File: src/rtl/mem_access_stage.sv
`default_nettype none
// ============================================================================
// mem_access_stage : pipeline memory stage, req/ack data bus with timeout
// Rev 1.0
// ============================================================================
module mem_access_stage #(
    parameter int TIMEOUT_CYCLES = 16
) (
    input  logic        clk,
    input  logic        rst,
    input  logic [31:0] alu_result,
    input  logic        alu_zero,
    input  logic [4:0]  write_reg_addr,
    input  logic        mem_read,
    input  logic        mem_write,
    input  logic        mem_reg,
    input  logic        reg_write,
    input  logic [31:0] mem_write_data,
    output logic        dmem_req,
    output logic        dmem_we,
    output logic [31:0] dmem_addr,
    output logic [31:0] dmem_wdata,
    input  logic [31:0] dmem_rdata,
    input  logic        dmem_ack,
    output logic        stall,
    output logic [31:0] read_data_buffered,
    output logic [31:0] alu_result_buffered,
    output logic [4:0]  write_reg_addr_buffered,
    output logic        mem_reg_buffered,
    output logic        reg_write_buffered,
    output logic        misaligned_buffered,
    output logic        bus_error_buffered
);

    localparam int                 c_CNT_W    = (TIMEOUT_CYCLES > 2) ? $clog2(TIMEOUT_CYCLES) : 1;
    localparam logic [c_CNT_W-1:0] c_CNT_LAST = c_CNT_W'(TIMEOUT_CYCLES - 1);

    typedef enum logic [0:0] {
        S_IDLE = 1'b0,
        S_WAIT = 1'b1
    } state_t;

    state_t             r_state;
    state_t             w_state_next;
    logic [c_CNT_W-1:0] r_cnt;
    logic               w_stall;
    logic               w_access;
    logic               w_aligned;
    logic               w_cnt_last;
    logic               w_unused;

    assign w_unused   = alu_zero;
    assign w_access   = mem_read | mem_write;
    assign w_aligned  = (alu_result[1:0] == 2'b00);
    assign w_cnt_last = (r_cnt == c_CNT_LAST);
    assign stall      = w_stall;

    always_comb begin
        w_state_next = r_state;
        w_stall      = 1'b0;
        case (r_state)
            S_IDLE: begin
                if (w_access && w_aligned) begin
                    w_stall      = 1'b1;
                    w_state_next = S_WAIT;
                end
            end
            S_WAIT: begin
                // ack takes priority over the timeout abort
                if (dmem_ack || w_cnt_last) begin
                    w_state_next = S_IDLE;
                end else begin
                    w_stall = 1'b1;
                end
            end
            default: w_state_next = S_IDLE;
        endcase
    end

    always_ff @(posedge clk or negedge rst) begin
        if (!rst) begin
            r_state    <= S_IDLE;
            r_cnt      <= '0;
            dmem_req   <= 1'b0;
            dmem_we    <= 1'b0;
            dmem_addr  <= '0;
            dmem_wdata <= '0;
        end else begin
            r_state <= w_state_next;
            if (r_state == S_IDLE) begin
                if (w_access && w_aligned) begin
                    r_cnt      <= '0;
                    dmem_req   <= 1'b1;
                    dmem_we    <= mem_write;
                    dmem_addr  <= {alu_result[31:2], 2'b00};
                    dmem_wdata <= mem_write_data;
                end
            end else if (dmem_ack || w_cnt_last) begin
                dmem_req <= 1'b0;
            end else begin
                r_cnt <= r_cnt + c_CNT_W'(1);
            end
        end
    end

    always_ff @(posedge clk or negedge rst) begin
        if (!rst) begin
            read_data_buffered      <= '0;
            alu_result_buffered     <= '0;
            write_reg_addr_buffered <= '0;
            mem_reg_buffered        <= 1'b0;
            reg_write_buffered      <= 1'b0;
            misaligned_buffered     <= 1'b0;
            bus_error_buffered      <= 1'b0;
        end else if (w_stall) begin
            // bubble: suppress side effects, keep data fields
            mem_reg_buffered    <= 1'b0;
            reg_write_buffered  <= 1'b0;
            misaligned_buffered <= 1'b0;
            bus_error_buffered  <= 1'b0;
        end else begin
            alu_result_buffered     <= alu_result;
            write_reg_addr_buffered <= write_reg_addr;
            mem_reg_buffered        <= mem_reg;
            misaligned_buffered     <= 1'b0;
            bus_error_buffered      <= 1'b0;
            reg_write_buffered      <= reg_write;
            if (r_state == S_WAIT) begin
                if (dmem_ack) begin
                    if (!dmem_we) begin
                        read_data_buffered <= dmem_rdata;
                    end
                end else begin
                    reg_write_buffered <= 1'b0;
                    bus_error_buffered <= 1'b1;
                end
            end else if (w_access) begin
                // only a misaligned access reaches here without stalling
                reg_write_buffered  <= 1'b0;
                misaligned_buffered <= 1'b1;
            end
        end
    end

endmodule
`default_nettype wire

File: config.mk
export PLATFORM = sky130hd
export DESIGN_NAME = mem_access_stage
export DESIGN_NICKNAME = d
export VERILOG_FILES = /design/src/rtl/mem_access_stage.sv
export SDC_FILE = /design/constraint.sdc
export NUM_CORES = 1
export LEC_CHECK = 0
export ABC_CLOCK_PERIOD_IN_PS = 2100
export CAP_MARGIN = 20
export CORE_AREA = 2 2 118 120
export CTS_CLUSTER_DIAMETER = 120
export CTS_CLUSTER_SIZE = 14
export DETAILED_ROUTE_END_ITERATION = 6
export DIE_AREA = 0 0 120 122
export HOLD_SLACK_MARGIN = 0.03
export PLACE_DENSITY = 0.79
export SETUP_SLACK_MARGIN = 0.02
export SYNTH_ARGS = -nofsm -noshare
export SYNTH_HDL_FRONTEND = slang
export SYNTH_SLANG_ARGS = --single-unit
File: constraint.sdc
create_clock -name clk -period 2.1 [get_ports clk]
set_input_delay 0.525 -clock clk [delete_from_list [all_inputs] [get_ports clk]]
set_output_delay 0.525 -clock clk [all_outputs]
set_load 0.03 [all_outputs]
* Word-level counts from Yosys, hierarchy flattened *
Index checks and enable logic that the tools add are counted.
W data, S select, Z words.

word-level totals
  bits of input ports = 109
  output and inout port bits = 140
  bits in read-only memories = 0
  bits in registers = 142
  logic and storage cells = 49
  latch bits = 0
  memory bits (writable) = 0
  memories = 0

cells by class
  equal/unequal tests = 3
  mux-type cells = 20
  bitwise gates (word level) = 4
  shift-type cells = 0
  div/mod/pow operators = 0
  add/subtract/negate cells = 1
  multiply operators = 0
  reductions and logical operators = 8
  $lt $le $gt $ge = 0

operators by type and width
  operator               count
  $mux W1                16
  $mux W4                3
  $reduce_and A2 Y1      3
  $add A4 B1 Y4 const B  1
  $eq A4 B4 Y1 const B   1
  $reduce_and A4 Y1      1
  $not A1 Y1             3
  $logic_not A2 Y1       1
  $ne A2 B1 Y1 const B   1
  $ne A2 B2 Y1 const B   1
  $pmux W1 S2            1
  $reduce_bool A2 Y1     1
  $logic_and A1 B1 Y1    1
  $logic_or A1 B1 Y1     1
  $or A1 B1 Y1           1

* Logic depth before layout (Yosys ltp) *
Gate-level depths: netlist of run 1.

  word-level depth = 6
  gate-level depth with buffers = 5
  depth with buffers taken out = 4

* Least setup slack after synthesis of run 1 *
No wires, ideal clock.

  kind = input-to-output
  from = in alu_result[1]
  to = out stall
  buffers on the path = 1
  path slack = 295 ps
  required time = 1,575 ps
  stages = 3
  data arrival time = 1,280 ps
  cell sequence = or2_1 > o22ai_4 > buf_6

on the way
  word-level cells in the longest chain between the ends = 4

RTL lines
  what                 RTL line  text
  start: declaration   11        input logic [31:0] alu_result,
  $logic_not A2 Y1     54        assign w_aligned = (alu_result[1:0] == 2'b00);
  $logic_and A1 B1 Y1  63        if (w_access && w_aligned) begin
  $mux W1              63
  $pmux W1 S2          61        case (r_state)
  end: declaration     25        output logic stall,

Every way passes these cells.

* Worst setup path after layout of run 1 *
  from = in mem_write
  to = out stall

on the way
  word-level cells in the longest chain between the ends = 4

RTL lines
  what                 RTL line  text
  start: declaration   15        input logic mem_write,
  $or A1 B1 Y1         53        assign w_access = mem_read | mem_write;
  $logic_and A1 B1 Y1  63
  $mux W1              63
  $pmux W1 S2          61

Every way passes these cells.

==> results of run 1 <==
layout by cell type, fill, tap and decap left out, types with 2 or more instances in the layout:
master             n
mux2i_1            3
clkinv_2           3
buf_6              2
nor3_1             2
buf_4             13
clkbuf_1           3
conb_1             2
nor2_1             2
bufinv_16          2
clkbuf_8           4
nor2b_1            3
dfrtp_1          142
clkbuf_16         17
mux2_2            96
buf_12             6
nand3_1            4
clkdlybuf4s50_1  241
mux2_1            35
inv_1              2
o21ai_0            4
dlygate4sd2_1      2
synth_stat cells (all sizes together), types with 2 or more instances:
master,count
nand3,4
dfrtp,142
mux2,131
mux2i,3
o21ai,4
nor3,2
inv,2
nor2,3
nor2b,3
buf,15
area by class of cell:
type / count / area (µm²) / area share, %
Sequential cell: 142 / 3553 / 40.59
Timing Repair Buffer: 264 / 2670 / 30.50
Multi-Input combinational cell: 163 / 1720 / 19.65
Clock buffer: 24 / 491.7 / 5.617
Tap cell: 180 / 225.2 / 2.573
Clock inverter: 6 / 83.83 / 0.9576
Inverter: 2 / 7.507 / 0.08575
Antenna cell: 1 / 2.502 / 0.02858
per-stage QoR:
| step | setup slack [ps] | setup TNS [ps] | instances | hold WS [ps] | total power (µW) |
|---|---|---|---|---|---|
| floorplan | 294.7 | 0 | 322 | 229.4 | 5727 |
| global placement | -193.4 | -13080 | 748 | 466.6 | 7435 |
| detailed placement | -229.2 | -15140 | 748 | 477.7 | 7530 |
| CTS | 25.03 | 0 | 781 | 43.93 | 10480 |
| global route | -4.117 | -4.117 | 782 | 47.75 | 10820 |
| finish | 34.02 | 0 | 782 | 42.02 | 10360 |
worst reg2reg max path: cells and delay by family, from the launching register on:
family,cells,cell delay [ps]
DFF,1,400
adders and majority gates,1,200
and+or+nand+nor,1,170
buffers and inverters,2,370
AOI/OAI and AO/OA,1,130
muxes,1,350
registers in the layout, summed over array words and instances (netlist names):
register,count
alu_result_buffered,32
bus_error_buffered,1
dmem_addr,30
dmem_req,1
dmem_wdata,32
dmem_we,1
mem_reg_buffered,1
misaligned_buffered,1
r_cnt,4
r_state,1
read_data_buffered,32
reg_write_buffered,1
write_reg_addr_buffered,5
layer usage:
layer / wire length [µm] / up-vias / GRT usage [%]
li1: - / 1668 / -
met1: 5097 / 1822 / 20.48
met2: 6946 / 144 / 32.17
met3: 1143 / 14 / 7.818
met4: 215 / 0 / 7.279
met5: 0 / - / 0
worst paths after layout:
check	startpoint	to	cells after the start
max	mem_write	stall	4
max reg2reg	r_cnt[1]$_DFFE_PN0P_	alu_result_buffered[22]$_DFFE_PN0N_	6
min in group clk	dmem_req$_DFFE_PN0P_	dmem_req$_DFFE_PN0P_	1
min reg2reg	dmem_req$_DFFE_PN0P_	dmem_req$_DFFE_PN0P_	1
max in group asynchronous	rst	dmem_addr[21]$_DFFE_PN0P_	2
min	rst	read_data_buffered[16]$_DFFE_PN0P_	1
power by group through the flow:
| stage | logic [µW] | clock network [µW] | registers, µW |
|---|---|---|---|
| floorplan | 704 | 0 | 5020 |
| global placement | 3710 | 0 | 3720 |
| detailed placement | 3760 | 0 | 3770 |
| CTS | 3790 | 2960 | 3730 |
| global route | 3930 | 3080 | 3810 |
| finish | 3750 | 2890 | 3720 |
repair_timing:
action                                 CTS  global route
buffers inserted                         3             0
pin swaps                                2             1
setup endpoints to repair                1             1
resized for setup                        5             3
endpoints found under the hold margin    0             0
gates cloned                             0             0
logic make-up after synthesis:
kind of cell	after synthesis	synth area share (%)
DFF	142	66.14
other	1	0.06980
muxes	134	28.02
adders and majority gates	1	0.2328
AOI/OAI and AO/OA	9	1.351
buffers and inverters	17	2.375
and+or+nand+nor	17	1.817
==> results.py, run 1 <==
metrics = {
    "placement": {
        "post_dp_cell_area_um2": 8128,
        "port_buffers": 245,
        "place.gp.congestion": 0.6935,
        "hpwl_um": 9697,
    },
    "layout": {
        "area_growth_pct": 62.95,
        "drive_above_1_share_pct": 25.12,
        "layout.nets": 700,
        "fill_cells": 1000,
        "fin_area_um2": 8755,
        "final_util_pct": 64.83,
    },
    "synthesis": {
        "syn_area_per_cell_um2": 16.74,
        "synth.largest_area_cell": "dfrtp_1",
        "netlist.area_leader.share_pct": 66.14,
        "synth_edf_count": 0,
        "netlist_instances": 321,
        "synthArstFlopShare_pct": 100.0,
        "synth_cell_type_count": 26,
        "seq_area_frac_synth_pct": 66.14,
        "ys_top_cells_by_area": "dfrtp_1 66%, mux2_2 20%, mux2_1 7.3%, buf_4 1.1%, buf_6 0.84%",
        "ys_warn_count": 0,
        "ys_seq_elements": 142,
        "synth-main-ff-cell": "dfrtp_1",
        "syn_area_um2": 5373,
    },
    "routing": {
        "drt_iter0_drc": 55,
        "vias_per_cell": 4.665,
        "drc": 0,
        "final_antenna_net_count": 0,
        "wirelength_um": 13400,
        "drt_pass1_iterations": 3,
        "vias": 3648,
        "wl_per_cell_um": 17.14,
    },
    "run_status": {
        "outcome": "finished, final reports clean",
    },
    "cts": {
        "cts_root_buf": "clkbuf_16",
        "htree_levels": 4,
        "cts_max_path_buffers": 2,
        "cts_buffers": 17,
        "cts_tree": "yes",
        "cts_hold_buf": 0,
        "clk_pin_slew_ps": 50,
        "clock_latency_ps": 410,
        "cts_sinks": 142,
    },
    "floorplan": {
        "start_util_pct": 39.79,
        "top_level_ports": 249,
        "chipWidth_um": 120,
        "die_area_um2": 14640,
        "core_um2": 13500,
        "die_h_um": 122,
        "placementRows": 43,
    },
    "pwr": {
        "p_sw_share_pct": 32.20,
        "p_int_uw": 7026,
        "p_switching_uw": 3338,
        "ir_drop_mv": 0.5599,
        "power_density_nw_per_um2": 1184,
        "power.share.clock_pct": 27.9,
        "p_seq_share_pct": 35.9,
        "combPwrFrac_pct": 36.2,
        "p_leak_uw": 0.003661,
    },
    "grt": {
        "overflow": 0,
        "antenna_found_initial": 1,
        "grt_pass1_wl_um": 20720,
        "grt_max_degree": 44,
        "grt_pass1_vias": 4013,
        "grt_usage_pct": 18.66,
    },
    "flow_run": {
        "drv_cap": 0,
    },
    "sta": {
        "timing.fmax_mhz": 484.0,
        "period_needed_ps": 2066,
        "slew_viol_final": 0,
        "finalCritPeriodShare_pct": 98.38,
        "worst_clock_skew_ps": 6.593,
        "hold_violations": 0,
        "setup_viol": 0,
    },
    "critical_path": {
        "crit_family": "buffers and inverters",
        "crit_fanout": 4,
        "cp.buffers_inverters": 2,
        "setup.worst_path.end_class": "output port",
        "slowest_stage": "clkdlybuf4s50_1",
        "arrival_ps": 1540,
        "r2r_slack_ps": 350,
        "max_stage_delay_ps": 540,
        "start_kind": "input pin",
        "crit_chain": "clkdlybuf4s50_1 > o21bai_4 > o22ai_4 > buf_6",
        "cp.required_ps": 1570,
        "crit_type": "input pin to output port",
    },
    "min_path": {
        "holdCritPathClass": "input pin to async pin",
    },
}
No activity file was read; power rests on OpenSTA's default activity.
==> run 2, diff against run 1 <==
CORE_AREA = 2 2 140 101   (was 2 2 118 120)
DIE_AREA = 0 0 142 103   (was 0 0 120 122)
GPL_ROUTABILITY_DRIVEN = 0   (was unset)
==> run 2 against run 1 <==
Cell count fell by 0.77%. Hold slack improved by 9.3 ps. Core utilization rose by 0.34 points. Wire length fell by 3.6%. Register-to-register slack got worse by 180 ps. First-iteration DRC count fell by 22%. Sequential power barely moved. Clock-buffer cell count fell by 2. Critical endpoint unchanged.
==> results.py, run 2 (synthesis results as in run 1) <==
metrics = {
    "run_status": {
        "outcome": "finished, final reports clean",
    },
    "critical_path": {
        "setup.worst_path.end_class": "output port",
        "start_kind": "flip-flop",
        "crit_fanout": 3,
        "worstSetupStartpoint": "r_cnt[0]$_DFFE_PN0P_",
        "arrival_ps": 1490,
        "timing.rr.start": "r_cnt[0]$_DFFE_PN0P_",
        "cp.required_ps": 1570,
        "crit_type": "flip-flop to output port",
        "r2r_slack_ps": 170,
    },
    "placement": {
        "port_buffers": 245,
        "hpwl_um": 9319,
        "pre_cts_slack_ps": -235.9,
    },
    "sta": {
        "period_needed_ps": 2014,
        "fin_hold_ws_ps": 51.34,
        "worst_clock_skew_ps": 6.145,
        "worst_slack_ps": 86.20,
        "grt_setup_unrepaired": "no",
        "timing.fmax_mhz": 496.6,
        "setup_viol": 0,
        "hold_violations": 0,
        "finalCritPeriodShare_pct": 95.90,
        "slew_viol_final": 0,
    },
    "pwr": {
        "power.share.clock_pct": 29.2,
        "power_density_nw_per_um2": 1204,
        "p_leak_uw": 0.003700,
        "p_int_uw": 7158,
        "p_seq_share_pct": 35.2,
        "ir_drop_mv": 0.6678,
        "p_sw_share_pct": 32.24,
        "p_switching_uw": 3406,
        "combPwrFrac_pct": 35.5,
    },
    "floorplan": {
        "die_area_um2": 14630,
        "start_util_pct": 39.89,
        "die_h_um": 103,
        "chipWidth_um": 142,
        "placementRows": 36,
        "core_um2": 13470,
        "top_level_ports": 249,
    },
    "grt": {
        "grt_usage_pct": 17.58,
        "grt_pass1_wl_um": 19620,
        "grt_pass1_vias": 3883,
        "overflow": 0,
        "antenna_found_initial": 0,
        "grt_max_degree": 55,
    },
    "layout": {
        "insertedDiodeCount": 0,
        "biggestRegsByFlops": "alu_result_buffered x32, dmem_wdata x32, read_data_buffered x32",
        "multiInputGateArea_um2": 1705,
        "area_growth_pct": 63.37,
        "seq_area_um2": 3553,
        "fill_cells": 937,
        "final_cell_mix": "239 x clkdlybuf4s50_1, 142 x dfrtp_1, 96 x mux2_2, 35 x mux2_1, 17 x clkbuf_16",
        "mostFrequentLayoutCell": "clkdlybuf4s50_1",
        "drive_above_1_share_pct": 25.79,
        "layout.nets": 702,
    },
    "cts": {
        "cts_tree": "yes",
        "cts_buffers": 17,
        "cts_max_path_buffers": 2,
        "clock_latency_ps": 410,
        "cts_sinks": 142,
        "cts_root_buf": "clkbuf_16",
        "htree_levels": 4,
        "cts_hold_buf": 0,
        "clk_pin_slew_ps": 60,
    },
    "routing": {
        "wl_per_cell_um": 16.66,
        "top_layer_used": "met4",
        "wl_met3_um": 1117,
        "final_antenna_net_count": 0,
        "drt_pass1_iterations": 4,
        "wl_met1_um": 5010,
        "wirelength_um": 12930,
        "routed-wl-met2_um": 6593,
        "drc": 0,
        "vias": 3645,
        "drt_iter0_drc": 43,
        "vias_per_cell": 4.697,
    },
    "min_path": {
        "holdCritPathClass": "input pin to async pin",
    },
    "flow_run": {
        "drv_cap": 0,
    },
}
[run 2: stage by stage]
stage / area [µm²] / TNS [ps] / utilization, % / power (µW) / instances
2_1_floorplan: 5376 / 0 / - / 5727 / 322
3_3_place_gp: 8104 / -16350 / 60.17 / 7427 / 739
3_5_place_dp: 8104 / -19440 / 60.17 / 7527 / 739
4_1_cts: 8757 / 0 / 65.02 / 10680 / 774
5_1_grt: 8777 / 0 / 65.17 / 11030 / 776
6_report: 8777 / 0 / 65.17 / 10560 / 776
[run 2: routing by layer]
layer	up-vias	GRT usage, %
met1	1806	19.66
met5	-	0
met4	0	7.692
met2	154	29.62
met3	16	7.803
li1	1669	-
[run 2: path summary, 6_finish.rpt]
path / end / cells after the start
max: stall / 4
min: dmem_addr[19]$_DFFE_PN0P_ / 1
max reg2reg: alu_result_buffered[9]$_DFFE_PN0N_ / 7
min reg2reg: alu_result_buffered[20]$_DFFE_PN0N_ / 1
max in group asynchronous: read_data_buffered[29]$_DFFE_PN0P_ / 2
min in group clk: alu_result_buffered[0]$_DFFE_PN0N_ / 2
[run 2: cell type report]
cell class	instances	share of cell area, %
clock buffer	22	5.517
clock inverter	10	1.540
inverter	2	0.08553
multi-input combinational	163	19.43
sequential	142	40.48
tap	171	2.438
timing repair buffer	266	30.51
[run 2: timing repair]
| item | 4_1_cts | 5_1_grt |
|---|---|---|
| pin swaps | 2 | 1 |
| gates resized for setup | 7 | 2 |
| endpoints found under the hold margin | 0 | 0 |
| setup endpoints to repair | 1 | 1 |
| setup buffers | 3 | 2 |
[run 2: power by group through the flow]
stage / clock [µW] / sequential (µW) / combinational, µW
after detailed placement: 0 / 3770 / 3760
after floorplan: 0 / 5020 / 704
final: 3090 / 3720 / 3760
after global placement: 0 / 3720 / 3710
after CTS: 3160 / 3730 / 3790
after global routing: 3280 / 3810 / 3940
[run 2: worst max-delay path: stages, from the launching register on]
cell and delay [ps]:
dfrtp_1 390, ha_2 190, and3_4 170, o22ai_4 160
buf_6 170
==> run 3, diff against run 2 <==
TNS_END_PERCENT = 10   (was unset)
==> results of run 3 <==
Final layout, timing and power as in run 2 (identical DEF).
